**src/rtl/mod_counter_if.sv**
```systemverilog
// Bundles the control, limit and status signals of one mod_counter.
// The counter itself uses the slave view. A controller, or a bench, uses the master view.
interface mod_counter_if #(
   parameter int WIDTH  = 8,
   parameter int WRAP_W = 4
);
   logic              clr;
   logic              ld;
   logic [WIDTH-1:0]  ld_val;
   logic [WIDTH-1:0]  lim;
   logic              en;
   logic              dir;
   logic              sat;
   logic [WIDTH-1:0]  cnt_out;
   logic              co;
   logic              at_term;
   logic [WRAP_W-1:0] wraps;

   modport master (
      output clr, ld, ld_val, lim, en, dir, sat,
      input  cnt_out, co, at_term, wraps
   );

   modport slave (
      input  clr, ld, ld_val, lim, en, dir, sat,
      output cnt_out, co, at_term, wraps
   );
endinterface

```
**src/rtl/mod_counter.sv**
```systemverilog
// Parametrised modulo up/down counter with a runtime terminal value, load,
// wrap or saturate mode, a one-cycle terminal pulse and a saturating tally of
// terminal events. Instances cascade: co of one stage drives en of the next.
module mod_counter #(
   parameter int WIDTH  = 8,
   parameter int WRAP_W = 4
) (
   input  logic         clk,
   input  logic         rst,
   mod_counter_if.slave bus
);

   logic [WIDTH-1:0]  cnt_nxt;
   logic [WRAP_W-1:0] wraps_nxt;
   logic              term;

   // The terminal flag depends only on the current count, the limit and the direction.
   assign bus.at_term = bus.dir ? (bus.cnt_out == '0) : (bus.cnt_out >= bus.lim);

   // Next count and terminal-event detection for an enabled cycle.
   always_comb begin
      // NOTE: every output of this block gets a default first, so no path leaves one unassigned and no latch is inferred.
      cnt_nxt = bus.cnt_out;
      term    = 1'b0;
      if (bus.en) begin
         if (!bus.dir) begin
            if (bus.cnt_out >= bus.lim) begin
               term    = 1'b1;
               cnt_nxt = bus.sat ? bus.cnt_out : '0;
            end else begin
               cnt_nxt = bus.cnt_out + 1'b1;
            end
         end else begin
            if (bus.cnt_out == '0) begin
               term    = 1'b1;
               cnt_nxt = bus.sat ? '0 : bus.lim;
            end else begin
               // A count above lim still steps down by one.
               cnt_nxt = bus.cnt_out - 1'b1;
            end
         end
      end
      // The tally stops at all-ones instead of rolling over.
      wraps_nxt = (term && !(&bus.wraps)) ? bus.wraps + 1'b1 : bus.wraps;
   end

   // State register. Priority is rst, then clr, then ld, then the count step.
   always_ff @(posedge clk) begin
      // NOTE: state registers use non-blocking assignment so every flop samples the pre-edge values.
      if (rst) begin
         bus.cnt_out <= '0;
         bus.co      <= 1'b0;
         bus.wraps   <= '0;
      end else if (bus.clr) begin
         bus.cnt_out <= '0;
         bus.co      <= 1'b0;
         bus.wraps   <= '0;
      end else if (bus.ld) begin
         bus.cnt_out <= bus.ld_val;
         bus.co      <= 1'b0;
      end else begin
         bus.cnt_out <= cnt_nxt;
         bus.co      <= term;
         bus.wraps   <= wraps_nxt;
      end
   end

endmodule
```
**src/flat_wrapper.sv**
```systemverilog
// flat-port wrapper written by rule: the top's interface ports become plain ports
module mod_counter_flat 
#(
   parameter int WIDTH  = 8,
   parameter int WRAP_W = 4
)
  (clk, rst, bus_clr, bus_ld, bus_ld_val, bus_lim, bus_en, bus_dir, bus_sat, bus_cnt_out, bus_co, bus_at_term, bus_wraps);
  mod_counter_if #(.WIDTH(WIDTH), .WRAP_W(WRAP_W)) bus_i ();
  input  logic clk;
  input  logic rst;
  input wire logic [$bits(bus_i.clr)-1:0] bus_clr;
  input wire logic [$bits(bus_i.ld)-1:0] bus_ld;
  input wire logic [$bits(bus_i.ld_val)-1:0] bus_ld_val;
  input wire logic [$bits(bus_i.lim)-1:0] bus_lim;
  input wire logic [$bits(bus_i.en)-1:0] bus_en;
  input wire logic [$bits(bus_i.dir)-1:0] bus_dir;
  input wire logic [$bits(bus_i.sat)-1:0] bus_sat;
  output wire logic [$bits(bus_i.cnt_out)-1:0] bus_cnt_out;
  output wire logic [$bits(bus_i.co)-1:0] bus_co;
  output wire logic [$bits(bus_i.at_term)-1:0] bus_at_term;
  output wire logic [$bits(bus_i.wraps)-1:0] bus_wraps;
  assign bus_i.clr = bus_clr;
  assign bus_i.ld = bus_ld;
  assign bus_i.ld_val = bus_ld_val;
  assign bus_i.lim = bus_lim;
  assign bus_i.en = bus_en;
  assign bus_i.dir = bus_dir;
  assign bus_i.sat = bus_sat;
  assign bus_cnt_out = bus_i.cnt_out;
  assign bus_co = bus_i.co;
  assign bus_at_term = bus_i.at_term;
  assign bus_wraps = bus_i.wraps;
  mod_counter #(.WIDTH(WIDTH), .WRAP_W(WRAP_W)) u_core (.clk(clk), .rst(rst), .bus(bus_i));
endmodule
```
**config.mk**
```make
export PLATFORM = sky130hd
export DESIGN_NAME = mod_counter_flat
export DESIGN_NICKNAME = d
export VERILOG_FILES = /design/src/rtl/mod_counter_if.sv /design/src/rtl/mod_counter.sv /design/src/flat_wrapper.sv
export SDC_FILE = /design/constraint.sdc
export NUM_CORES = 1
export LEC_CHECK = 0
export BUFFER_PORTS_ARGS = -buffer_cell sky130_fd_sc_hd__buf_2
export CAP_MARGIN = 20
export CORE_MARGIN = 5
export CORE_UTILIZATION = 50
export CTS_CLUSTER_DIAMETER = 150
export DETAILED_ROUTE_END_ITERATION = 10
export PLACE_DENSITY = 0.73
export SYNTH_ARGS = -nofsm -noshare
export SYNTH_HDL_FRONTEND = slang
export SYNTH_SLANG_ARGS = --single-unit
```
**constraint.sdc**
```tcl
create_clock -name clk -period 3.25 [get_ports clk]
set_input_delay 0.65 -clock clk [delete_from_list [all_inputs] [get_ports clk]]
set_output_delay 0.65 -clock clk [all_outputs]
set_load 0.05 [all_outputs]
```
-- After elaboration in Yosys (flattened, before gate mapping)
Index checks and enable logic that the tools add are counted.
- mux-type cells: 12
- bitwise operators: 1
- magnitude comparators: 1
- equality and inequality tests: 1
- reductions and logical operators: 9
- add/sub/neg operators: 3
- operator list (operator ; number):
    2-to-1 mux 8 bit ; 7
    adder 8 x 1 -> 8 bit, second input constant ; 1
    >= comparator 8 bit ; 1
    logical NOT 8 bit ; 1
    subtractor 8 x 1 -> 8 bit, second input constant ; 1
    2-to-1 mux 1 bit ; 5
    adder 4 x 1 -> 4 bit, second input constant ; 1
    inequality test 4 bit, second input constant ; 1
    AND reduction 2 bit ; 2
    AND reduction 4 bit ; 1
    OR reduction 3 bit ; 1
    nonzero test 2 bit ; 1
    OR reduction 2 bit ; 1
    logical AND 1 bit ; 1
    logical NOT 1 bit ; 1
    inverter 1 bit ; 1
- register bits: 13
- bits of input ports: 23

-- Logic depth before layout (Yosys ltp)
- word-level depth: 6
- gate-level depth with buffers: 9
- gate-level depth less buffers: 8

-- Worst setup path after synthesis
No wires, ideal clock.
- path type: reg-to-output
- start: reg u_core.bus.cnt_out[0]
- end: out bus_at_term
- cell stages (with the launch flop): 8
- data arrival time: 2.425 ns
- setup slack: 0.175 ns
- path through: dfxtp_1 inv_1 ha_1 nand2b_1 a31oi_2 o21ai_2 nor2_1 nor2_1
- cells in the longest elaborated chain, start to end: 2
- elaborated cells between the ends (all ways): 3
- ends and longest elaborated chain (item ; RTL line ; RTL):
    start, declared ; mod_counter_if.sv:26 ; output cnt_out, co, at_term, wraps
    start signal, assigned ; mod_counter.sv:59 ; bus.cnt_out <= bus.ld_val;
    start signal, assigned ; mod_counter.sv:62 ; bus.cnt_out <= cnt_nxt;
    >= comparator 8 bit or logical NOT 8 bit (tied branches) ; mod_counter.sv:18 ; assign bus.at_term = bus.dir ? (bus.cnt_out == '0) : (bus.cnt_out >= bus.lim);
    2-to-1 mux 1 bit (*) ; mod_counter.sv:18 ;
    end, declared ; flat_wrapper.sv:20 ; output wire logic [$bits(bus_i.at_term)-1:0] bus_at_term;
Mark *: on every way between the ends. The rest lies on a longest branch, timed or not.

-- Final worst setup path
- start: in bus_lim[2]
- end: out bus_at_term
- cells in the longest elaborated chain, start to end: 2
- ends and longest elaborated chain (item ; RTL line ; RTL):
    start, declared ; flat_wrapper.sv:14 ; input wire logic [$bits(bus_i.lim)-1:0] bus_lim;
    >= comparator 8 bit ; mod_counter.sv:18 ;
    2-to-1 mux 1 bit ; mod_counter.sv:18 ;
No other way between the ends.

==> impl_metrics.csv <==
group,metric,value,unit
outcome,run_status,"finished, final reports clean",
sta,worst_clock_skew,0.00210,ns
cts,ctsHtreeMaxLevel,1,
cts,cts-root-buf,"clkbuf_4",
global_route,grt_max_degree,17,
power,power_frac_clock,20.2,%
sta,setup_slack,0.334,ns
power,ir_drop,0.306,mV
global_route,grt_pass1_wl,6270,um
die,effective_utilization_at_floorplan,51.2,%
sta,fin_crit_sh,89.7,%
power,cell_internal_pwr,296,uW
power,combPwrFrac,44.4,%
synthesis,synth_top_cell_area_share,18.8,%
critical_path,worst_ep_arrival_time,2.27,ns
global_route,global_route.usage.met3,5.76,%
cells_and_area,area_delta_synth_final,16.3,%
run,max_cap_violation_count,0,
cts,postCtsSetupRepairBufs,0,
die,coreArea,2710,um2
synthesis,yosysUniqueCellTypes,55,
critical_path,cp.required,2.60,ns
cts,clk_transition_reported_paths,0.08,ns
place,gpl.final_weighted_congestion,0.988,
critical_path,setup.worst_path.start_class,"input pin",
sta,max_clock_freq,343,MHz
sta,max-slew-margin-rel,66.8,%
synthesis,synth_nets,203,
sta,setup_tns,0,ns
sta,fin_crit,2.92,ns
power,totalPowerFinal,495,uW
detailed_routing,drt.antenna.violating_nets,0,
global_route,grt.met2_usage,32.4,%
detailed_routing,avgRoutedWirePerCell,15.9,um
critical_path,cp-end-kind,"output port",
hold_path,min-delay-path-class,"flip-flop to flip-flop",
global_route,grt_pass1_vias,1382,
synthesis,synth_warnings,0,
die,floorplan.die_area,3930,um2
detailed_routing,drt-vias-per-instance,5.95,
detailed_routing,drt_first_pass_iters,4,
die,die_x,62.7,um
cts,cts.sinks,13,
global_route,grt.total_usage,19.3,%
synthesis,synth-edff-count,0,
critical_path,timing.setup.critical_path_class,"input pin to output port",
synthesis,syn_avg_cell_area,8.25,um2
synthesis,netlist.top_cell.by_area,"dfxtp_1",
detailed_routing,drcViolationCount,0,
power,power_frac_seq,35.4,%
detailed_routing,drt-initial-drc-count,81,
cells_and_area,ant_cells,0,
cts,clk_latency,0.27,ns
die,rows,19,
global_route,globalRouteOverflowTotal,0,
sta,max_slew.worst_pin.slew,0.496,ns
sta,hold_viol_final,0,
global_route,grt_antenna_before_repair,0,
synthesis,async_reset_ff_share,0,%
place,io_buffers,36,
cts,numCtsBuffers,3,
critical_path,worstPathMaxFanout,3,
cells_and_area,final_nets,239,
cts,post_cts.resized_instances,0,
cts,cts.hold.buffers_added,0,
power,power.leakage,0.000754,uW
cells_and_area,drive_above_1_share,29.1,%
die,die-height,62.7,um
place,dp_worst_setup_slack,0.354,ns
global_route,grtUsageMet1,23.6,%
critical_path,register_to_register_path_setup_slack,0.98,ns
place,post-dp-hpwl,3020,um
synthesis,synth-seq-area-share,18.8,%
detailed_routing,dr_total_vias,1392,
synthesis,main_flop_type_after_synthesis,"dfxtp_1",
sta,finalSetupViolations,0,
detailed_routing,drt-total-wl,3720,um
synthesis,postSynthCellCount,168,
cts,cts_tree,"built",
synthesis,synth_area_leaders,"dfxtp_1 19%, ha_1 11%, o21ai_0 5.4%, inv_1 4.1%, o31ai_1 3.8%",
sta,slew_violations,0,
sta,grt_setup_unrepaired,"no",
power,netSwitchingFraction,40.2,%
power,switchingPower,199,uW
power,cellPowerDensity,307,nW/um2
synthesis,yosys_register_bits,13,
cts,cts-root-to-sink-buffers,2,
die,pin_count,37,
synthesis,post_synth_instance_area,1390,um2
global_route,grt_most_used_layer,"met2",
## power groups by stage
| stage | Sequential [uW] | Combinational, uW | Clock, uW |
|---|---|---|---|
| floorplan | 196 | 148 | 0 |
| global placement | 178 | 214 | 0 |
| detailed placement | 179 | 218 | 0 |
| CTS | 175 | 219 | 105 |
| global route | 176 | 239 | 116 |
| finish | 175 | 220 | 100 |
## synthesized netlist by cell type (all sizes together), types with 2 or more instances
cell / n
nor3: 5
a41o: 2
o31ai: 7
nor4: 2
nand3: 7
buf: 5
a211oi: 4
o21a: 2
nand4: 3
nor2: 10
inv: 15
xor2: 4
ha: 12
a221oi: 4
nor3b: 2
a21oi: 7
and2: 2
clkbuf: 5
nand2: 11
o21ai: 16
o211ai: 2
mux2i: 2
dfxtp: 13
and3: 3
xnor2: 4
## critical path, cell delays in order
cell	delay [ns]
buf_2	0.08
inv_1	0.04
ha_1	0.30
a211o_1	0.31
a31oi_2	0.28
o21ai_2	0.10
nor2_1	0.19
nor2_1	0.08
buf_2	0.22
## layout make-up
type                            instances  area, um2
Inverter                               15       56.3
Fill cell                             266       1100
Timing Repair Buffer                   41        218
Multi-Input combinational cell        130       1010
Sequential cell                        13        260
Clock buffer                            4       26.3
Tap cell                               31       38.8
## path summary, 6_finish.rpt
check,depth (start not counted),to,from
worst max-delay path,9,bus_at_term,bus_lim[2]
worst min-delay path,2,u_core.bus.wraps[3],u_core.bus.wraps[3]
worst max register to register,6,u_core.bus.cnt_out[6],u_core.bus.cnt_out[7]
worst min register to register,2,u_core.bus.wraps[3],u_core.bus.wraps[3]
## state kept, by name (all words and copies together) (netlist names)
register / count
u_core.bus.co: 1
u_core.bus.cnt_out: 8
u_core.bus.wraps: 4
## cell usage in the layout (no fill, tap or decap), types with 5 or more instances in the layout
| cell type | netlist | final |
|---|---|---|
| dfxtp_1 | 13 | 13 |
| a21oi_1 | 7 | 7 |
| buf_2 | 3 | 36 |
| o31ai_1 | 7 | 7 |
| buf_4 | 0 | 5 |
| ha_1 | 12 | 12 |
| nor2_1 | 10 | 10 |
| nand3_1 | 7 | 7 |
| o21ai_0 | 15 | 15 |
| inv_1 | 15 | 15 |
| nand2_1 | 9 | 9 |
## layer usage
metal | vias up | routed length, um
met2 | 48 | 1830
met1 | 638 | 1640
met4 | 0 | 37
met3 | 6 | 211
li1 | 700 | -
met5 | - | 0
## logic make-up (layout without fill, tap and decap cells)
kind of cell	Yosys count	in the layout	synth area share [%]
xor+xnor	8	8	5.05
compound gates	56	56	32.1
fa+ha+maj	12	12	10.8
mux	2	2	1.44
buf+inv	25	60	8.12
flops	13	13	18.8
simple gates	52	52	23.6
## metrics by stage
step                instance area (um2)  util (%)  hold slack [ns]  cells
global route                       1610      59.5            0.523    234
detailed placement                 1590      58.5            0.483    230
global placement                   1590      58.5            0.479    230
CTS                                1610      59.5            0.500    234
floorplan                          1390         -            0.711    168
finish                             1610      59.5            0.498    234
Power figures use the tool's default switching activity.
